$ cat src/rtl/multi_ch_freq_serial_out.sv
// NUM_CH-channel serial pattern generator fed by a UART byte-packet parser.
// Optional parser inter-byte timeout is enabled by defining PARSER_TIMEOUT_EN.
module multi_ch_freq_serial_out #(
  parameter int         NUM_CH      = 16,
  parameter int         DATA_BIT    = 16,
  parameter logic [7:0] SLOW_PERIOD = 8'd20,
  parameter logic [7:0] FAST_PERIOD = 8'd5,
  parameter int         TIMEOUT_CYC = 100000
) (
  input  logic              clk_i,
  input  logic              rst_i,
  input  logic [7:0]        data_i,
  input  logic              rx_done_tick_i,
  output logic [NUM_CH-1:0] serial_out_o,
  output logic [NUM_CH-1:0] busy_o,
  output logic [NUM_CH-1:0] done_tick_o,
  output logic              cmd_err_o
);

  localparam int NBYTES = DATA_BIT / 8;
  localparam int BCW    = $clog2(NBYTES + 1);
  localparam int IDXW   = $clog2(DATA_BIT);
  localparam logic [BCW-1:0]  LOAD_LAST   = BCW'(NBYTES - 1);
  localparam logic [BCW-1:0]  PERIOD_LAST = BCW'(1);
  localparam logic [IDXW-1:0] IDX_LAST    = IDXW'(DATA_BIT - 1);
  localparam logic [5:0]      BCAST       = 6'h3F;

  typedef enum logic [1:0] {
    CMD_LOAD   = 2'b00,
    CMD_PERIOD = 2'b01,
    CMD_START  = 2'b10,
    CMD_STOP   = 2'b11
  } cmd_e;

  typedef enum logic {
    P_IDLE,
    P_PAYLOAD
  } pstate_e;

  typedef enum logic {
    CH_IDLE,
    CH_SHIFT
  } chstate_e;

  pstate_e              pstate_q, pstate_d;
  cmd_e                 cmd_q, cmd_d;
  logic [5:0]           ch_q, ch_d;
  logic [BCW-1:0]       cnt_q, cnt_d;
  logic [DATA_BIT-1:0]  buf_q, buf_d;
  logic                 err_q, err_d;

`ifdef PARSER_TIMEOUT_EN
  localparam int GW = $clog2(TIMEOUT_CYC + 1);
  localparam logic [GW-1:0] GAP_LIMIT = GW'(TIMEOUT_CYC);
  logic [GW-1:0]        gap_q, gap_d;
`endif

  chstate_e             ch_st_q   [NUM_CH];
  chstate_e             ch_st_d   [NUM_CH];
  logic [DATA_BIT-1:0]  pattern_q [NUM_CH];
  logic [DATA_BIT-1:0]  pattern_d [NUM_CH];
  logic [DATA_BIT-1:0]  shift_q   [NUM_CH];
  logic [DATA_BIT-1:0]  shift_d   [NUM_CH];
  logic [IDXW-1:0]      idx_q     [NUM_CH];
  logic [IDXW-1:0]      idx_d     [NUM_CH];
  logic [7:0]           per_q     [NUM_CH];
  logic [7:0]           per_d     [NUM_CH];
  logic [7:0]           slow_q    [NUM_CH];
  logic [7:0]           slow_d    [NUM_CH];
  logic [7:0]           fast_q    [NUM_CH];
  logic [7:0]           fast_d    [NUM_CH];
  logic [NUM_CH-1:0]    rep_q, rep_d;
  logic [NUM_CH-1:0]    serial_q, serial_d;
  logic [NUM_CH-1:0]    done_q, done_d;

  cmd_e                 cur_cmd;
  logic [5:0]           cur_ch;
  logic [BCW-1:0]       last_idx;
  logic                 last_byte;
  logic                 ch_ok;
  logic [DATA_BIT-1:0]  load_pat;
  logic [7:0]           slow_new;
  logic [7:0]           fast_new;
  logic [NUM_CH-1:0]    hit;

  // In IDLE the command comes straight from byte0; afterwards from the latched header.
  always_comb begin
    cur_cmd = (pstate_q == P_IDLE) ? cmd_e'(data_i[7:6]) : cmd_q;
    cur_ch  = (pstate_q == P_IDLE) ? data_i[5:0] : ch_q;
    unique case (cur_cmd)
      CMD_LOAD:   last_idx = LOAD_LAST;
      CMD_PERIOD: last_idx = PERIOD_LAST;
      default:    last_idx = '0;
    endcase
    last_byte = rx_done_tick_i &&
                ((pstate_q == P_IDLE) ? (cur_cmd == CMD_STOP) : (cnt_q == last_idx));
    ch_ok     = (cur_ch == BCAST) || (32'(cur_ch) < NUM_CH);
    load_pat  = DATA_BIT'({data_i, buf_q} >> 8);
    slow_new  = (buf_q[DATA_BIT-1 -: 8] == 8'd0) ? 8'd1 : buf_q[DATA_BIT-1 -: 8];
    fast_new  = (data_i == 8'd0) ? 8'd1 : data_i;
    for (int i = 0; i < NUM_CH; i++) begin
      hit[i] = last_byte && ((cur_ch == BCAST) || (cur_ch == 6'(i)));
    end
  end

  always_comb begin
    pstate_d = pstate_q;
    cmd_d    = cmd_q;
    ch_d     = ch_q;
    cnt_d    = cnt_q;
    buf_d    = buf_q;
    err_d    = 1'b0;
`ifdef PARSER_TIMEOUT_EN
    gap_d    = '0;
`endif
    if (rx_done_tick_i) begin
      if (pstate_q == P_IDLE) begin
        cmd_d = cur_cmd;
        ch_d  = cur_ch;
        cnt_d = '0;
        if (cur_cmd != CMD_STOP) pstate_d = P_PAYLOAD;
      end else begin
        buf_d = load_pat;
        cnt_d = cnt_q + BCW'(1);
        if (last_byte) pstate_d = P_IDLE;
      end
      if (last_byte && !ch_ok) err_d = 1'b1;
    end
`ifdef PARSER_TIMEOUT_EN
    else if (pstate_q == P_PAYLOAD) begin
      if (gap_q == GAP_LIMIT) begin
        pstate_d = P_IDLE;
        err_d    = 1'b1;
      end else begin
        gap_d = gap_q + GW'(1);
      end
    end
`endif
  end

  // A command landing on a channel overrides whatever the shifter would do that cycle.
  always_comb begin
    for (int i = 0; i < NUM_CH; i++) begin
      ch_st_d[i]   = ch_st_q[i];
      pattern_d[i] = pattern_q[i];
      shift_d[i]   = shift_q[i];
      idx_d[i]     = idx_q[i];
      per_d[i]     = per_q[i];
      slow_d[i]    = slow_q[i];
      fast_d[i]    = fast_q[i];
      rep_d[i]     = rep_q[i];
      serial_d[i]  = serial_q[i];
      done_d[i]    = 1'b0;

      if (hit[i] && cur_cmd == CMD_LOAD) pattern_d[i] = load_pat;
      if (hit[i] && cur_cmd == CMD_PERIOD) begin
        slow_d[i] = slow_new;
        fast_d[i] = fast_new;
      end

      if (hit[i] && cur_cmd == CMD_STOP) begin
        ch_st_d[i]  = CH_IDLE;
        serial_d[i] = 1'b0;
      end else if (hit[i] && cur_cmd == CMD_START) begin
        rep_d[i]     = data_i[0];
        ch_st_d[i]   = CH_SHIFT;
        shift_d[i]   = pattern_q[i];
        idx_d[i]     = '0;
        serial_d[i]  = pattern_q[i][0];
        per_d[i]     = (pattern_q[i][0] ? fast_q[i] : slow_q[i]) - 8'd1;
      end else if (ch_st_q[i] == CH_SHIFT) begin
        if (per_q[i] != 8'd0) begin
          per_d[i] = per_q[i] - 8'd1;
        end else if (idx_q[i] != IDX_LAST) begin
          shift_d[i]  = shift_q[i] >> 1;
          idx_d[i]    = idx_q[i] + IDXW'(1);
          serial_d[i] = shift_q[i][1];
          per_d[i]    = (shift_q[i][1] ? fast_q[i] : slow_q[i]) - 8'd1;
        end else if (rep_q[i]) begin
          shift_d[i]  = pattern_q[i];
          idx_d[i]    = '0;
          serial_d[i] = pattern_q[i][0];
          per_d[i]    = (pattern_q[i][0] ? fast_q[i] : slow_q[i]) - 8'd1;
        end else begin
          ch_st_d[i]  = CH_IDLE;
          serial_d[i] = 1'b0;
          done_d[i]   = 1'b1;
        end
      end
    end
  end

  always_ff @(posedge clk_i) begin
    if (rst_i) begin
      pstate_q <= P_IDLE;
      cmd_q    <= CMD_LOAD;
      ch_q     <= '0;
      cnt_q    <= '0;
      buf_q    <= '0;
      err_q    <= 1'b0;
`ifdef PARSER_TIMEOUT_EN
      gap_q    <= '0;
`endif
      for (int i = 0; i < NUM_CH; i++) begin
        ch_st_q[i]   <= CH_IDLE;
        pattern_q[i] <= '0;
        shift_q[i]   <= '0;
        idx_q[i]     <= '0;
        per_q[i]     <= '0;
        slow_q[i]    <= SLOW_PERIOD;
        fast_q[i]    <= FAST_PERIOD;
      end
      rep_q    <= '0;
      serial_q <= '0;
      done_q   <= '0;
    end else begin
      pstate_q  <= pstate_d;
      cmd_q     <= cmd_d;
      ch_q      <= ch_d;
      cnt_q     <= cnt_d;
      buf_q     <= buf_d;
      err_q     <= err_d;
`ifdef PARSER_TIMEOUT_EN
      gap_q     <= gap_d;
`endif
      ch_st_q   <= ch_st_d;
      pattern_q <= pattern_d;
      shift_q   <= shift_d;
      idx_q     <= idx_d;
      per_q     <= per_d;
      slow_q    <= slow_d;
      fast_q    <= fast_d;
      rep_q     <= rep_d;
      serial_q  <= serial_d;
      done_q    <= done_d;
    end
  end

  always_comb begin
    for (int i = 0; i < NUM_CH; i++) begin
      busy_o[i] = (ch_st_q[i] == CH_SHIFT);
    end
  end

  assign serial_out_o = serial_q;
  assign done_tick_o  = done_q;
  assign cmd_err_o    = err_q;

endmodule

$ cat config.mk
export PLATFORM = sky130hd
export DESIGN_NAME = multi_ch_freq_serial_out
export DESIGN_NICKNAME = d
export VERILOG_FILES = /design/src/rtl/multi_ch_freq_serial_out.sv
export SDC_FILE = /design/constraint.sdc
export NUM_CORES = 2
export LEC_CHECK = 0
export BUFFER_PORTS_ARGS = -buffer_cell sky130_fd_sc_hd__buf_2
export CAP_MARGIN = 20
export CORE_ASPECT_RATIO = 0.75
export CORE_MARGIN = 2
export CORE_UTILIZATION = 35
export DETAILED_ROUTE_END_ITERATION = 16
export GPL_ROUTABILITY_DRIVEN = 0
export PLACE_DENSITY_LB_ADDON = 0.15
export SLEW_MARGIN = 15
export SYNTH_ARGS = -nofsm -noshare
export SYNTH_HDL_FRONTEND = slang
export SYNTH_SLANG_ARGS = --single-unit
$ cat constraint.sdc
create_clock -name clk_i -period 4.8 [get_ports clk_i]
set_input_delay 0.24 -clock clk_i [delete_from_list [all_inputs] [get_ports clk_i]]
set_output_delay 0.24 -clock clk_i [all_outputs]
set_load 0.02 [all_outputs]
### After elaboration in Yosys (flattened, before gate mapping)

Index checks and enable logic that the tools add are counted.
Widths: inputs -> output; s select.

| storage, ports and cells | value |
|---|---|
| bits of input ports | 11 |
| word-level logic and storage cells | 1046 |
| output and inout port bits | 49 |
| bits in registers | 1052 |

| operators by class | value |
|---|---|
| multiplexer cells | 459 |
| $add $sub $neg | 65 |
| equality and inequality tests | 53 |
| reduce and logical (&&, ||, !) cells | 268 |
| bitwise operators | 34 |
| order comparisons | 1 |

Operators by type and width:

| kind | number |
|---|---|
| $mux 16 | 80 |
| $mux 8 | 114 |
| $sub 8x1->8 const B | 48 |
| $mux 4 | 80 |
| $mux 1 | 182 |
| $reduce_bool 8->1 | 16 |
| $reduce_or 6->1 | 16 |
| $logic_and 1x1->1 | 82 |
| $reduce_and 2->1 | 34 |
| $add 4x1->4 const B | 16 |
| $ne 4x4->1 const B | 16 |
| $reduce_and 4->1 | 16 |
| $reduce_bool 4->1 | 16 |
| $eq 6x4->1 const B | 8 |
| $reduce_and 3->1 | 16 |
| $reduce_bool 3->1 | 16 |
| $reduce_or 2->1 | 18 |
| $ne 2x2->1 const B | 17 |
| $not 1->1 | 34 |
| $reduce_bool 2->1 | 16 |
| $eq 6x3->1 const B | 4 |
| $logic_or 1x1->1 | 17 |
| $logic_not 8->1 | 2 |
| $eq 6x2->1 const B | 2 |
| 12 further kinds | 14 |

### Longest topological paths before layout

| depth | value |
|---|---|
| word-level depth | 11 |
| mapped depth | 12 |
| gate-level depth less buffers | 8 |

### Worst setup path after synthesis

Ideal clock, no wire load.

| timing | value |
|---|---|
| path type | reg2reg |
| start point | register shift_q[225] (netlist name) |
| end point | register per_q[118] (netlist name) |
| setup slack | 1943 ps |
| stages on the path, launching flop included | 11 |
| data required time | 4730 ps |
| period minus slack after synthesis | 2857 ps |
| data arrival time | 2787 ps |
| buffers on the path | 2 |
| library setup time | 70 ps |
| cells stage by stage | dfxtp_1 > clkbuf_1 > clkbuf_1 > mux2i_1 > ha_1 > or3b_2 > or4_1 > and3_1 > o31ai_1 > a32oi_1 > a21oi_1 |

| on the way | value |
|---|---|
| cells in the longest elaborated chain, start to end | 6 |

Ends and longest elaborated chain:

| what | line | RTL |
|---|---|---|
| from (decl) | 62 | `logic [DATA_BIT-1:0] shift_q [NUM_CH];` |
| from (signal assigned) | 228 | `shift_q <= shift_d;` |
| $mux 8 | 178 | `per_d[i] = (shift_q[i][1] ? fast_q[i] : slow_q[i]) - 8'd1;` |
| $sub 8x1->8 | 178 |  |
| $mux 8 | 174 | `end else if (idx_q[i] != IDX_LAST) begin` |
| $mux 8 | 172 | `if (per_q[i] != 8'd0) begin` |
| $mux 8 | 171 | `end else if (ch_st_q[i] == CH_SHIFT) begin` |
| $mux 8 | 164 | `end else if (hit[i] && cur_cmd == CMD_START) begin` |
| to (signal assigned) | 230 | `per_q <= per_d;` |
| to (decl) | 66 | `logic [7:0] per_q [NUM_CH];` |

No other way between the ends. The select of a mux whose other input is x is not followed.
A chain may end at the register's enable or synchronous reset.

### Worst setup path after layout

| timing | value |
|---|---|
| start point | register pstate_q |
| end point | register idx_q[32] (netlist name) |

| on the way | value |
|---|---|
| cells in the longest elaborated chain, start to end | 11 |
| elaborated cells between the ends (all ways) | 23 |
| classes of those cells | eq/ne (7); mux (5); bitwise (1); reduce/logical (10) |

Ends and longest elaborated chain:

| what | line | RTL |
|---|---|---|
| from (decl) | 45 | `pstate_e pstate_q, pstate_d;` |
| from (signal assigned) | 217 | `pstate_q <= pstate_d;` |
| $mux 2 | 88 | `cur_cmd = (pstate_q == P_IDLE) ? cmd_e'(data_i[7:6]) : cmd_q;` |
| $eq 2x1->1 / $logic_not 2->1 (equally long branches) | 90 | `unique case (cur_cmd)` |
| $reduce_or 2->1 (no line) | n/a |  |
| $mux 1 | 90 |  |
| $eq 2x2->1 | 96 | `((pstate_q == P_IDLE) ? (cur_cmd == CMD_STOP) : (cnt_q == last_idx));` |
| $mux 1 | 96 |  |
| $logic_and 1x1->1 | 95 | `last_byte = rx_done_tick_i &&` |
| $logic_and 1x1->1 | 102 | `hit[i] = last_byte && ((cur_ch == BCAST) \|\| (cur_ch == 6'(i)));` |
| $logic_and 1x1->1, on equally long branches | 164, 161 |  |
| $ne 2x2->1 (no line) (tied with other cells) | n/a |  |
| $reduce_and 4->1 (no line) | n/a |  |
| to (signal assigned) | 229 | `idx_q <= idx_d;` |
| to (decl) | 64 | `logic [IDXW-1:0] idx_q [NUM_CH];` |

Several ways; a longest one is shown, not always the timed one.

==> results.txt <==
----------------------------------------------------
[Run status]
  Run status ... completed

[Clock tree]
  Clock Pin Slew Worst Setup and Hold Paths ... approximately 0.060 ns
  Resized Gates After CTS ... 0
  # Post-CTS Setup Buffers ... 0
  Inserted Clock Buffers ... 109
  Number of buffers on the longest clock path ... 3
  Clock root buffer ... clkbuf_16
  TritonCTS clock tree ... built
  Clk_lat worst skew ... ~0.75 ns
  Clock sink count ... between 1,000 and 1,500
  Hold bufs inserted after CTS ... 9
  Number of levels the H-tree was split into ... 3

[Timing]
  Final slew viol count ... 0
  Highest Clock Rate ... about 230 MHz
  Fin Clk Skew ... ~0.031 ns
  RSZ-0062 raised after global routing ... no
  Worst rel slew slack ... 0.211
  Minimum clock period ... between 4 and 5 ns
  Final setup violating endpoints ... 0
  Transition time at the pin with the least slew margin ... 1.18 ns
  Sum of negative setup slack ... 0 ns
  Number of endpoints with negative hold slack in the final report ... 0
  Final worst-path cycle share ... 0.890

[Floorplanning]
  Die height ... around 350 µm
  Die extent in x ... ~460 µm
  Die outline area ... ~0.16 mm²
  Placeable core region ... 0.158 mm²
  Row count ... ~130
  Starting density of the core ... 0.353
  Num ports ... 60

[Detailed routing]
  First DRT Iteration DRCs ... 4,757
  Via density ... ~5.7
  ANT nets after route ... 0
  Via Count ... ~50,000
  Remaining routing DRC violations ... 0
  Number of search-and-repair iterations in the first detailed-routing pass ... 6
  Post-detailed-route wirelength per cell ... 21.1 µm
  WL final ... around 190 mm

[Global route]
  Initial antenna violation count ... 4
  Via count of the first global-routing pass ... between 40,000 and 50,000
  Overall track demand over capacity in global routing ... 0.223
  First-pass GRT wire length ... approximately 290 mm
  Maximum number of pins on one net before global-route repair ... around 150
  Total congestion overflow ... 0

[Power]
  Portion of total power attributed to combinational logic ... 0.036
  Share of power burned in the clock network ... 0.498
  Overall power ... 18.5 mW
  Reported leakage power ... approximately 23 nW
  Sw power ... ~4.4 mW
  Seq pwr share ... 0.466
  Switching power as a share of total power ... 0.239
  Total internal power ... 14.1 mW
  Worst supply voltage drop on vdd ... about 0.27 mV
  Power per unit of standard cell area ... 302 mW/mm²

[Final layout]
  Area taken by flip-flops and latches ... 0.0206 mm²
  Area of combinational cells with multiple inputs ... 0.0325 mm²
  Number of nets in the finished design ... roughly 6,800
  Antenna fix cells ... 0
  Area delta synth->final ... 10.0%
  Number of fill cells ... ~16,000
  Share of post-route cells with drive strength above 1 ... 0.0756

[Yosys]
  Library cells used by synthesis ... between 90 and 100
  EDFF count, synth ... 0
  Nets in the synthesized netlist ... just over 7,000
  Sequential fraction of the synthesis area ... 0.370
  Predominant post-synthesis flop cell ... dfxtp_1
  Flops & latches, synth ... around 1,000
  Fraction of synthesis flops using an asynchronous set or reset pin ... 0
  Synthesized netlist cell count ... around 7,000
  Combined area of all synthesized cells ... about 0.056 mm²
  Mapped Avg Cell Area ... ~8.0 µm²
  Synthesis Warnings ... 0

[Placed design]
  Quantity of I/O buffers inserted on ports ... slightly below 60
  Sum of net half-perimeters after detailed placement ... approximately 120 mm

[Worst setup path]
  Crit end category ... register
  Critical path arrival ... 4.95 ns
  Type of origin of the critical path ... register
  WS Path Type ... register to register
  Max Fanout on Critical Path ... 23
  Setup slack on the worst flop-to-flop path ... between 0.5 and 0.6 ns
  Worst path required time ... 5.48 ns

[Worst hold path]
  Worst Hold Class ... primary input to register

[Run]
  Maximum Capacitance Violations ... 0

----------------------------------------------------
==> worst max-delay path, cell delays in order, from the launching register on <==
cell and delay (ns):
dfxtp_1 0.74, buf_4 0.32, or3_1 0.54, a22o_1 0.44
a2111o_1 0.77, nand2_1 0.70, or3_1 0.51, a21oi_1 0.14
==> registers in the layout, summed over array words and instances (netlist names), 2 cells and up <==
name	count
cnt_q	2
busy_o	16
slow_q	128
serial_out_o	16
per_q	128
cmd_q	2
done_tick_o	16
pattern_q	256
buf_q	8
fast_q	128
shift_q	240
ch_q	6
idx_q	64
rep_q	16
==> power groups by stage <==
stage	registers [mW]	logic (mW)	clock network (mW)
6_report	8.63	0.673	9.21
3_3_place_gp	8.82	0.658	0
3_5_place_dp	8.82	0.663	0
5_1_grt	8.62	0.708	9.76
4_1_cts	8.63	0.670	9.43
2_1_floorplan	8.75	0.395	0
==> synth_stat cells (93+ instances only) <==
cell / instances / area, µm²
clkbuf_1: 431 / 1620
nor3_1: 229 / 1150
a221oi_1: 93 / 815
xnor2_1: 137 / 1200
o21ai_0: 566 / 2830
a21oi_1: 663 / 3320
a211oi_1: 146 / 1100
nor2_1: 732 / 2750
mux2i_1: 549 / 5500
buf_2: 99 / 495
dfxtp_1: 1028 / 20600
nand2_1: 755 / 2830
xor2_1: 113 / 990
nand3_1: 221 / 1110
==> kinds of logic (layout without fill, tap and decap cells) <==
kind of cell               after synthesis  after routing  synth area share
AOI/OAI and AO/OA                     2003           2003             0.224
xor gates and xnor gates               250            250            0.0394
adders and majority gates               80             80            0.0180
buffers and inverters                  668            465            0.0488
DFF                                   1028           1028             0.370
muxes                                  564            564             0.102
and+or+nand+nor                       2385           2385             0.198
==> layout make-up <==
type / count / area share
Clock buffer: 155 / 0.0525
Clock inverter: 45 / 0.0101
Inverter: 81 / 0.00509
Multi-Input combinational cell: 5282 / 0.530
Sequential cell: 1028 / 0.337
Tap cell: 2112 / 0.0432
Timing Repair Buffer: 184 / 0.0220
==> cell usage in the layout, fill, tap and decap left out, types with 23 or more instances in the layout <==
cell type and count:
nor3b_1 82, o21ai_0 564, xnor2_1 137, a21oi_1 660
buf_2 50, nand2_1 755, a21o_1 36, and3_1 39
inv_1 79, nor3_1 225, dfxtp_1 1020, or3_1 61
buf_4 118, o22ai_1 34, a31oi_1 80, a22oi_1 25
o221ai_1 30, nand3_1 221, ha_1 80, clkbuf_8 25
nor4_1 29, clkbuf_16 112, o211ai_1 73, or3b_2 28
a211oi_1 146, nand3b_1 23, mux2i_1 549, xor2_1 113
a221oi_1 93, nor2_1 727, nand2b_1 40
==> per-stage QoR <==
step / hold WS (ns) / setup WS [ns] / cells / area (µm²) / util
after floorplan: 0.373 / 1.94 / 6978 / 55600 / -
after global placement: 0.439 / 0.407 / 8674 / 57200 / 0.363
after detailed placement: 0.442 / 0.656 / 8675 / 57300 / 0.363
after CTS: 0.0449 / 0.657 / 8884 / 61200 / 0.388
after global routing: 0.0627 / 0.313 / 8887 / 61200 / 0.388
final: 0.0936 / 0.530 / 8887 / 61200 / 0.388
==> worst paths after layout <==
path	from	end	cells past startpoint
setup / recovery	pstate_q	idx_q[32]	7
hold / removal	data_i[5]	pattern_q[29]	4
setup reg to reg	pstate_q	idx_q[32]	7
hold reg to reg	pattern_q[132]	shift_q[132]	2
==> metal layers <==
| metal | share of wire | vias up | GRT usage | wire (µm) |
|---|---|---|---|---|
| met5 | 0 | - | 0 | 0 |
| met3 | 0.055 | 235 | 0.0320 | 10400 |
| met4 | 0.020 | 0 | 0.0507 | 3800 |
| met2 | 0.42 | 1419 | 0.331 | 78400 |
| met1 | 0.51 | 24802 | 0.337 | 95100 |
| li1 | - | 24518 | - | - |
Power figures use the tool's default switching activity.
